**src/rtl/aes_sched_pkg.sv**
```systemverilog
// Shared types and default sizing for the AES decrypt scheduler.
package aes_sched_pkg;

    localparam int NWORDS_DEF  = 16;
    localparam int AW_DEF      = 5;
    localparam int DW_DEF      = 32;
    localparam int TIMEOUT_DEF = 4096;

    typedef enum logic [2:0] {
        IDLE,
        LOAD,
        START,
        RUN,
        DRAIN_RD,
        DRAIN_CAP,
        DRAIN_OUT
    } state_e;

endpackage

```
**src/rtl/aes_sched_ram_mux.sv**
```systemverilog
// Single-port RAM arbitration: the core owns the port only while granted.
module aes_sched_ram_mux
    import aes_sched_pkg::*;
#(
    parameter int AW = AW_DEF,
    parameter int DW = DW_DEF
) (
    input  logic          grant_i,
    input  logic [AW-1:0] sch_addr_i,
    input  logic          sch_ce_i,
    input  logic          sch_we_i,
    input  logic [DW-1:0] sch_d_i,
    input  logic [AW-1:0] core_addr_i,
    input  logic          core_ce_i,
    input  logic          core_we_i,
    input  logic [DW-1:0] core_d_i,
    output logic [AW-1:0] ram_addr_o,
    output logic          ram_ce_o,
    output logic          ram_we_o,
    output logic [DW-1:0] ram_d_o
);

    // Pick the port owner; an ungranted core can never reach the RAM.
    always_comb begin
        if (grant_i) begin
            ram_addr_o = core_addr_i;
            ram_ce_o   = core_ce_i;
            ram_we_o   = core_we_i;
            ram_d_o    = core_d_i;
        end else begin
            ram_addr_o = sch_addr_i;
            ram_ce_o   = sch_ce_i;
            ram_we_o   = sch_we_i;
            ram_d_o    = sch_d_i;
        end
    end

endmodule

```
**src/rtl/aes_decrypt_sched.sv**
```systemverilog
// Load / run / drain scheduler around one HLS aes_decrypt_call core.
module aes_decrypt_sched
    import aes_sched_pkg::*;
#(
    parameter int NWORDS  = NWORDS_DEF,
    parameter int AW      = AW_DEF,
    parameter int DW      = DW_DEF,
    parameter int TIMEOUT = TIMEOUT_DEF
) (
    input  logic          ap_clk,
    input  logic          ap_rst_n,
    input  logic          s_valid,
    output logic          s_ready,
    input  logic [DW-1:0] s_data,
    output logic          m_valid,
    input  logic          m_ready,
    output logic [DW-1:0] m_data,
    output logic          m_last,
    output logic          core_start,
    input  logic          core_done,
    input  logic          core_ready,
    input  logic          core_idle,
    input  logic [AW-1:0] core_addr,
    input  logic          core_ce,
    input  logic          core_we,
    input  logic [DW-1:0] core_d,
    output logic [DW-1:0] core_q,
    output logic [AW-1:0] ram_addr,
    output logic          ram_ce,
    output logic          ram_we,
    output logic [DW-1:0] ram_d,
    input  logic [DW-1:0] ram_q,
    output logic          busy,
    output logic          err,
    input  logic          err_clr,
    output logic [15:0]   blk_cnt
);

    localparam int             WDW      = $clog2(TIMEOUT) + 1;
    localparam logic [AW-1:0]  LAST_IDX = AW'(NWORDS - 1);
    localparam logic [WDW-1:0] WD_LIMIT = WDW'(TIMEOUT - 1);

    state_e         state_q, state_d;
    logic [AW-1:0]  cnt_q, cnt_d;
    logic [WDW-1:0] wd_q, wd_d;
    logic           err_q, err_d;
    logic           m_valid_q, m_valid_d;
    logic           m_last_q, m_last_d;
    logic [DW-1:0]  m_data_q, m_data_d;
    logic [15:0]    blk_q, blk_d;

    logic           s_fire, m_fire, timeout;
    logic           grant, sch_ce, sch_we;

    // core_idle is status only and deliberately plays no part in control.
    logic unused_core_idle;
    assign unused_core_idle = core_idle;

    assign s_fire  = s_valid & (state_q == LOAD);
    assign m_fire  = m_valid_q & m_ready;
    assign timeout = (state_q == RUN) && (wd_q == WD_LIMIT);

    // State register.
    always_ff @(posedge ap_clk or negedge ap_rst_n) begin
        if (!ap_rst_n) state_q <= IDLE;
        else           state_q <= state_d;
    end

    // Next-state logic; a watchdog expiry wins over a same-cycle core_done.
    always_comb begin
        state_d = state_q;
        case (state_q)
            IDLE:      state_d = LOAD;
            LOAD:      if (s_fire && cnt_q == LAST_IDX) state_d = START;
            START:     if (core_ready) state_d = RUN;
            RUN: begin
                if (timeout)        state_d = IDLE;
                else if (core_done) state_d = DRAIN_RD;
            end
            DRAIN_RD:  state_d = DRAIN_CAP;
            DRAIN_CAP: state_d = DRAIN_OUT;
            DRAIN_OUT: if (m_fire) state_d = m_last_q ? IDLE : DRAIN_RD;
            default:   state_d = IDLE;
        endcase
    end

    // State-decoded outputs and the scheduler side of the RAM port.
    always_comb begin
        s_ready    = (state_q == LOAD);
        core_start = (state_q == START);
        busy       = (state_q != IDLE);
        grant      = (state_q == RUN);
        sch_we     = s_fire;
        sch_ce     = s_fire | (state_q == DRAIN_RD);
    end

    // Datapath next values: word counter, watchdog, error flag, output word.
    always_comb begin
        cnt_d     = cnt_q;
        wd_d      = wd_q;
        err_d     = err_q;
        m_valid_d = m_valid_q;
        m_last_d  = m_last_q;
        m_data_d  = m_data_q;
        blk_d     = blk_q;

        if (s_fire) cnt_d = (cnt_q == LAST_IDX) ? '0 : cnt_q + 1'b1;
        if (m_fire) cnt_d = m_last_q ? '0 : cnt_q + 1'b1;

        if (state_q == START && core_ready) wd_d = '0;
        else if (state_q == RUN)            wd_d = wd_q + 1'b1;

        if (timeout)      err_d = 1'b1;
        else if (err_clr) err_d = 1'b0;

        if (state_q == DRAIN_CAP) begin
            m_data_d  = ram_q;
            m_valid_d = 1'b1;
            m_last_d  = (cnt_q == LAST_IDX);
        end else if (m_fire) begin
            m_valid_d = 1'b0;
            m_last_d  = 1'b0;
        end

        if (m_fire && m_last_q) blk_d = blk_q + 16'd1;
    end

    // Datapath registers; reset discards any block in flight.
    always_ff @(posedge ap_clk or negedge ap_rst_n) begin
        if (!ap_rst_n) begin
            cnt_q     <= '0;
            wd_q      <= '0;
            err_q     <= 1'b0;
            m_valid_q <= 1'b0;
            m_last_q  <= 1'b0;
            m_data_q  <= '0;
            blk_q     <= '0;
        end else begin
            cnt_q     <= cnt_d;
            wd_q      <= wd_d;
            err_q     <= err_d;
            m_valid_q <= m_valid_d;
            m_last_q  <= m_last_d;
            m_data_q  <= m_data_d;
            blk_q     <= blk_d;
        end
    end

    assign m_valid = m_valid_q;
    assign m_last  = m_last_q;
    assign m_data  = m_data_q;
    assign err     = err_q;
    assign blk_cnt = blk_q;
    assign core_q  = ram_q;

    aes_sched_ram_mux #(.AW(AW), .DW(DW)) u_ram_mux (
        .grant_i     (grant),
        .sch_addr_i  (cnt_q),
        .sch_ce_i    (sch_ce),
        .sch_we_i    (sch_we),
        .sch_d_i     (s_data),
        .core_addr_i (core_addr),
        .core_ce_i   (core_ce),
        .core_we_i   (core_we),
        .core_d_i    (core_d),
        .ram_addr_o  (ram_addr),
        .ram_ce_o    (ram_ce),
        .ram_we_o    (ram_we),
        .ram_d_o     (ram_d)
    );

endmodule

```
**config.mk**
```make
export PLATFORM = sky130hd
export DESIGN_NAME = aes_decrypt_sched
export DESIGN_NICKNAME = d
export VERILOG_FILES = /design/src/rtl/aes_sched_pkg.sv /design/src/rtl/aes_sched_ram_mux.sv /design/src/rtl/aes_decrypt_sched.sv
export SDC_FILE = /design/constraint.sdc
export NUM_CORES = 1
export LEC_CHECK = 0
export BUFFER_PORTS_ARGS = -buffer_cell sky130_fd_sc_hd__buf_2
export CORE_ASPECT_RATIO = 0.5
export CORE_MARGIN = 5
export CORE_UTILIZATION = 44
export CTS_CLUSTER_DIAMETER = 200
export DETAILED_ROUTE_END_ITERATION = 10
export GPL_ROUTABILITY_DRIVEN = 0
export MAX_ROUTING_LAYER = met4
export PLACE_DENSITY = 0.79
export SYNTH_ARGS = -nofsm -noshare
export SYNTH_HDL_FRONTEND = slang
export SYNTH_SLANG_ARGS = --single-unit
```
**constraint.sdc**
```tcl
create_clock -name ap_clk -period 2.4 [get_ports ap_clk]
set_clock_uncertainty 0.2 [all_clocks]
set_input_delay 0.48 -clock ap_clk [delete_from_list [all_inputs] [get_ports ap_clk]]
set_output_delay 0.48 -clock ap_clk [all_outputs]
set_load 0.03 [all_outputs]
```
# Word level (Yosys, flattened, before mapping)
# Index checks and enable logic that the tools add are counted.
[word_totals]
reg_bits = 72
input_bits = 111
out_inout_bits = 125
wordCells = 59
[classes]
addsub = 3
n_eq_ne = 12
mux = 22
n_bitwise = 3
n_reduce_logical = 11
[ops]
columns = ["cell", "n"]
rows = [
  ["two-way mux 32 bit", 1],
  ["two-way mux 13 bit", 2],
  ["two-way mux 5 bit", 5],
  ["case mux 3 bit (7 select lines)", 1],
  ["two-way mux 3 bit", 6],
  ["adder 16 x 1 -> 16 bit (second input constant)", 1],
  ["adder 13 x 1 -> 13 bit (second input constant)", 1],
  ["equality test 13 x 12 -> 1 bit (second input constant)", 1],
  ["equality test 3 bit (second input constant)", 3],
  ["nonzero test 2 bit", 4],
  ["two-way mux 1 bit", 7],
  ["equality test 3 x 2 -> 1 bit (second input constant)", 2],
  ["adder 5 x 1 -> 5 bit (second input constant)", 1],
  ["equality test 5 x 4 -> 1 bit (second input constant)", 1],
  ["logical AND 1 bit", 4],
  ["!= test 2 x 1 -> 1 bit (second input constant)", 2],
  ["AND reduction 4 bit", 1],
  ["equality test 3 x 1 -> 1 bit (second input constant)", 1],
  ["logical NOT 3 bit", 1],
  ["!= test 3 bit (second input constant)", 1],
  ["nonzero test 3 bit", 1],
  ["bitwise AND 1 bit", 2],
  ["!= test 2 bit (second input constant)", 1],
  ["OR 1 bit", 1],
]

# Longest topological paths before layout
[depth]
depth_word = 5
depth_mapped = 7
ltp_nobuf = 7

# Modules after synthesis
# From an unflattened synthesis, not the netlist that was laid out.
[hier_totals]
hier_cells = 343
area_unflattened_um2 = 3950.0
[by_module_without_submodules]
columns = ["mod", "instances", "cells_per_inst", "area_each_um2"]
rows = [
  ["aes_decrypt_sched", 1, 300, 3432.0],
  ["aes_sched_ram_mux", 1, 43, 518.0],
]

# Worst setup path before layout
# OpenSTA, ideal clock, no wires.
[synth_timing]
kind = "register to output"
from = "reg state_q[2]"
to = "out ram_addr[3]"
t_arrival_ns = 1.839
slack_ns = -0.119
path_stages_with_launch = 6
path_buffers = 3
path_cell_list = "dfrtp_1 -> clkbuf_1 -> and3b_1 -> buf_2 -> clkbuf_1 -> o21ai_0"
[synth_between]
elab_chain_len = 2
[synth_rtl]
columns = ["item", "line", "rtl"]
rows = [
  ["from (decl)", "aes_decrypt_sched.sv:43", "state_e state_q, state_d;"],
  ["from (signal assigned)", "aes_decrypt_sched.sv:66", "else state_q <= state_d;"],
  ["equality test 3 x 2 -> 1 bit", "aes_decrypt_sched.sv:92", "grant = (state_q == RUN);"],
  ["two-way mux 5 bit", "aes_sched_ram_mux.sv:25", "if (grant_i) begin"],
  ["to (decl)", "aes_decrypt_sched.sv:28", "output logic [AW-1:0] ram_addr,"],
]
# No other way between the ends.

# Worst setup path in the final report
[layout_timing]
from = "reg state_q[2]"
to = "out ram_d[11]"
[layout_between]
elab_chain_len = 2
[layout_rtl]
columns = ["item", "line", "rtl"]
rows = [
  ["equality test 3 x 2 -> 1 bit", "aes_decrypt_sched.sv:92", ""],
  ["two-way mux 32 bit", "aes_sched_ram_mux.sv:25", ""],
  ["to (decl)", "aes_decrypt_sched.sv:31", "output logic [DW-1:0] ram_d,"],
]
# No other way between the ends.

==> results.json <==
{
  "status": "complete, no violations",
  "ys_warn_count": 0,
  "critPathLaunchType": "flop",
  "cts_sinks": 72,
  "numCtsBuffers": 9,
  "timing.critical_path.arrival_ns": 1.58,
  "clkTransAtPathRegs_ns": 0.05,
  "hold_viol_final": 0,
  "n_antenna_cell": 0,
  "rsz0062_at_grt": "false",
  "grt_max_degree": 40,
  "antenna_found_initial": 0,
  "drv_cap": 0,
  "p_switching_mw": 3.212,
  "max_stage_delay_ns": 0.39,
  "preCtsSetupSlack_ns": 0.2836,
  "routedWlPerCell_um": 13.19,
  "core_area_mm2": 0.008648,
  "dp.cells": 738,
  "port-buffer-count": 234,
  "dp_hpwl_um": 7926,
  "leakage_nw": 2.850,
  "fmax_mhz": 442.1,
  "timing.final.crit_share_pct": 94.25,
  "cp_slowest_cell": "dfrtp_1",
  "pwr_density_cell_mw_per_mm2": 1313,
  "path_common_cell": "nand2_1",
  "vias": 3596,
  "synth_area_mm2": 0.003865,
  "hold_ws_ns": 0.1653,
  "pwr-share-seq_pct": 28.9,
  "internal_power_mw": 3.721,
  "ir_drop_mv": 0.6672,
  "pin_count": 236,
  "drt_iter0_drc": 115,
  "power_frac_clock_pct": 17.2,
  "multiInputGateArea_mm2": 0.001708,
  "cts_max_level": 3,
  "post-route-worst-setup-slack_ns": 0.1381,
  "wirelength_um": 9945,
  "yosys_register_bits": 72,
  "syn_area_per_cell_um2": 9.115,
  "n_fill_cell": 756,
  "die_area_mm2": 0.01087,
  "die_y_um": 76.27,
  "seqCellArea_mm2": 0.001803,
  "post_cts_buffers": 0,
  "synth_cells": 424,
  "grt_pass1_vias": 3445,
  "clockBufferDepth": 2,
  "finish.utilization_pct": 61.04,
  "p_sw_share_pct": 46.33,
  "finalSetupViolCount": 0,
  "fin_setup_tns_ns": 0,
  "via_per_inst": 4.769,
  "grt_first_pass_wirelength_um": 16260,
  "synthArstFlopShare_pct": 100.0,
  "min_period_ns": 2.262,
  "drc": 0,
  "report.final.slew_viol_count": 0,
  "cp_max_fo": 38,
  "synthFlopType": "dfrtp_1",
  "path_class": "reg2out",
  "final_antenna_net_count": 0,
  "path_cells": "and3b_1 -> buf_12 -> nand2_1 -> nand2_1 -> buf_2",
  "syn_to_final_growth_pct": 36.58,
  "drive_gt1_share_pct": 46.15,
  "regToRegSetupSlack_ns": 0.37,
  "fin_nets": 749,
  "start_util_pct": 44.69,
  "drt_first_pass_iters": 4,
  "final_cell_mix": "234 x buf_2, 130 x nand2_1, 71 x dfrtp_1",
  "required_ns": 1.72,
  "hold_path_class": "in2reg",
  "clk_latency_ns": 0.32,
  "worstSetupEndpointType": "output port",
  "ys_types": 37,
  "final_cells": 754,
  "syn_nets": 540,
  "cts_root_buf": "clkbuf_16",
  "grt-ovfl-total": 0,
  "pwr-share-comb_pct": 53.9,
  "grt_usage_pct": 18.56,
  "rows": 24,
  "cts_tree": "yes",
  "die_x_um": 142.5,
  "tightestPinTransition_ns": 0.5156,
  "seq_area_frac_synth_pct": 46.62,
  "max-slew-margin-rel_pct": 65.55,
  "synth-edff-count": 0,
  "final_common_cell": "buf_2"
}
## cells by family after synthesis
| group | after synthesis | synth area share [%] |
|---|---|---|
| xor+xnor | 23 | 5.212 |
| mux | 34 | 9.874 |
| flops | 72 | 46.62 |
| simple gates | 197 | 22.76 |
| buf+inv | 61 | 9.194 |
| compound gates | 32 | 4.727 |
| fa+ha+maj | 5 | 1.619 |
## metal layers
metal  part of all wire, %  wire length (um)  vias to the layer above  GRT usage (%)
met5                     0                 0                        -              -
met1                    42              4171                     1686          22.24
met3                   6.7               662                        9          4.577
li1                      -                 -                     1789              -
met2                    50              5021                      112          31.23
met4                  0.89                89                        0          5.218
## worst paths after layout
path                        startpoint          end  cells past startpoint
max                         state_q[2]    ram_d[11]                      5
min in group asynchronous     ap_rst_n   m_data[26]                      2
min                            err_clr          err                      2
min reg2reg                blk_cnt[15]  blk_cnt[15]                      1
max reg2reg                    wd_q[4]     wd_q[11]                      4
max in group asynchronous     ap_rst_n     cnt_q[1]                      3
## area by class of cell
type                            count  area share, %
Inverter                           12         0.8533
Multi-Input combinational cell    291          32.35
Clock buffer                       15          5.072
Sequential cell                    72          34.16
Tap cell                          117          2.773
Timing Repair Buffer              247          24.79
## metrics by stage
| step | power, mW | cell area, um^2 |
|---|---|---|
| after floorplan | 4.661 | 3865 |
| after global placement | 5.708 | 5000 |
| after detailed placement | 5.787 | 5000 |
| after CTS | 7.004 | 5278 |
| after global routing | 7.402 | 5279 |
| final | 6.933 | 5279 |
## state kept, by name, indices dropped and copies added (netlist names)
name,flops
err,1
m_last,1
wd_q,13
blk_cnt,16
m_data,32
cnt_q,5
m_valid,1
state_q,3
## power by group through the flow
stage	logic (mW)	clock network [mW]	registers, mW
final	3.74	1.19	2.00
after global routing	4.04	1.29	2.07
after floorplan	2.07	0	2.59
after global placement	3.72	0	1.99
after CTS	3.78	1.22	2.00
after detailed placement	3.77	0	2.02
## synth_stat cells (all sizes together) (2+ instances only)
master / count / share of area (%)
nand3: 10 / 1.3
mux2: 33 / 9.6
or3: 5 / 0.81
or4: 2 / 0.39
nor2: 15 / 1.5
clkbuf: 11 / 1.1
and3: 5 / 0.81
ha: 5 / 1.6
buf: 38 / 7.0
xor2: 7 / 1.6
nor3: 5 / 0.65
nor4: 7 / 1.1
a211oi: 2 / 0.39
xnor2: 16 / 3.6
dfrtp: 72 / 47
inv: 12 / 1.2
nand4: 7 / 1.1
a22o: 2 / 0.45
nor3b: 2 / 0.52
nand2b: 3 / 0.49
nand2: 130 / 13
a21oi: 9 / 1.2
o21ai: 15 / 1.9
## critical path, delay by kind of cell (launching register included)
kind	cells	cell delay [ns]
simple gates	3	0.45
buf+inv	2	0.40
flops	1	0.39
## timing repair
item,4_1_cts,5_1_grt
hold buffers,1,0
endpoints found under the setup margin,0,12
hold endpoints to repair,18,0
resized for setup,0,1
(Power assumes the default switching activity.)
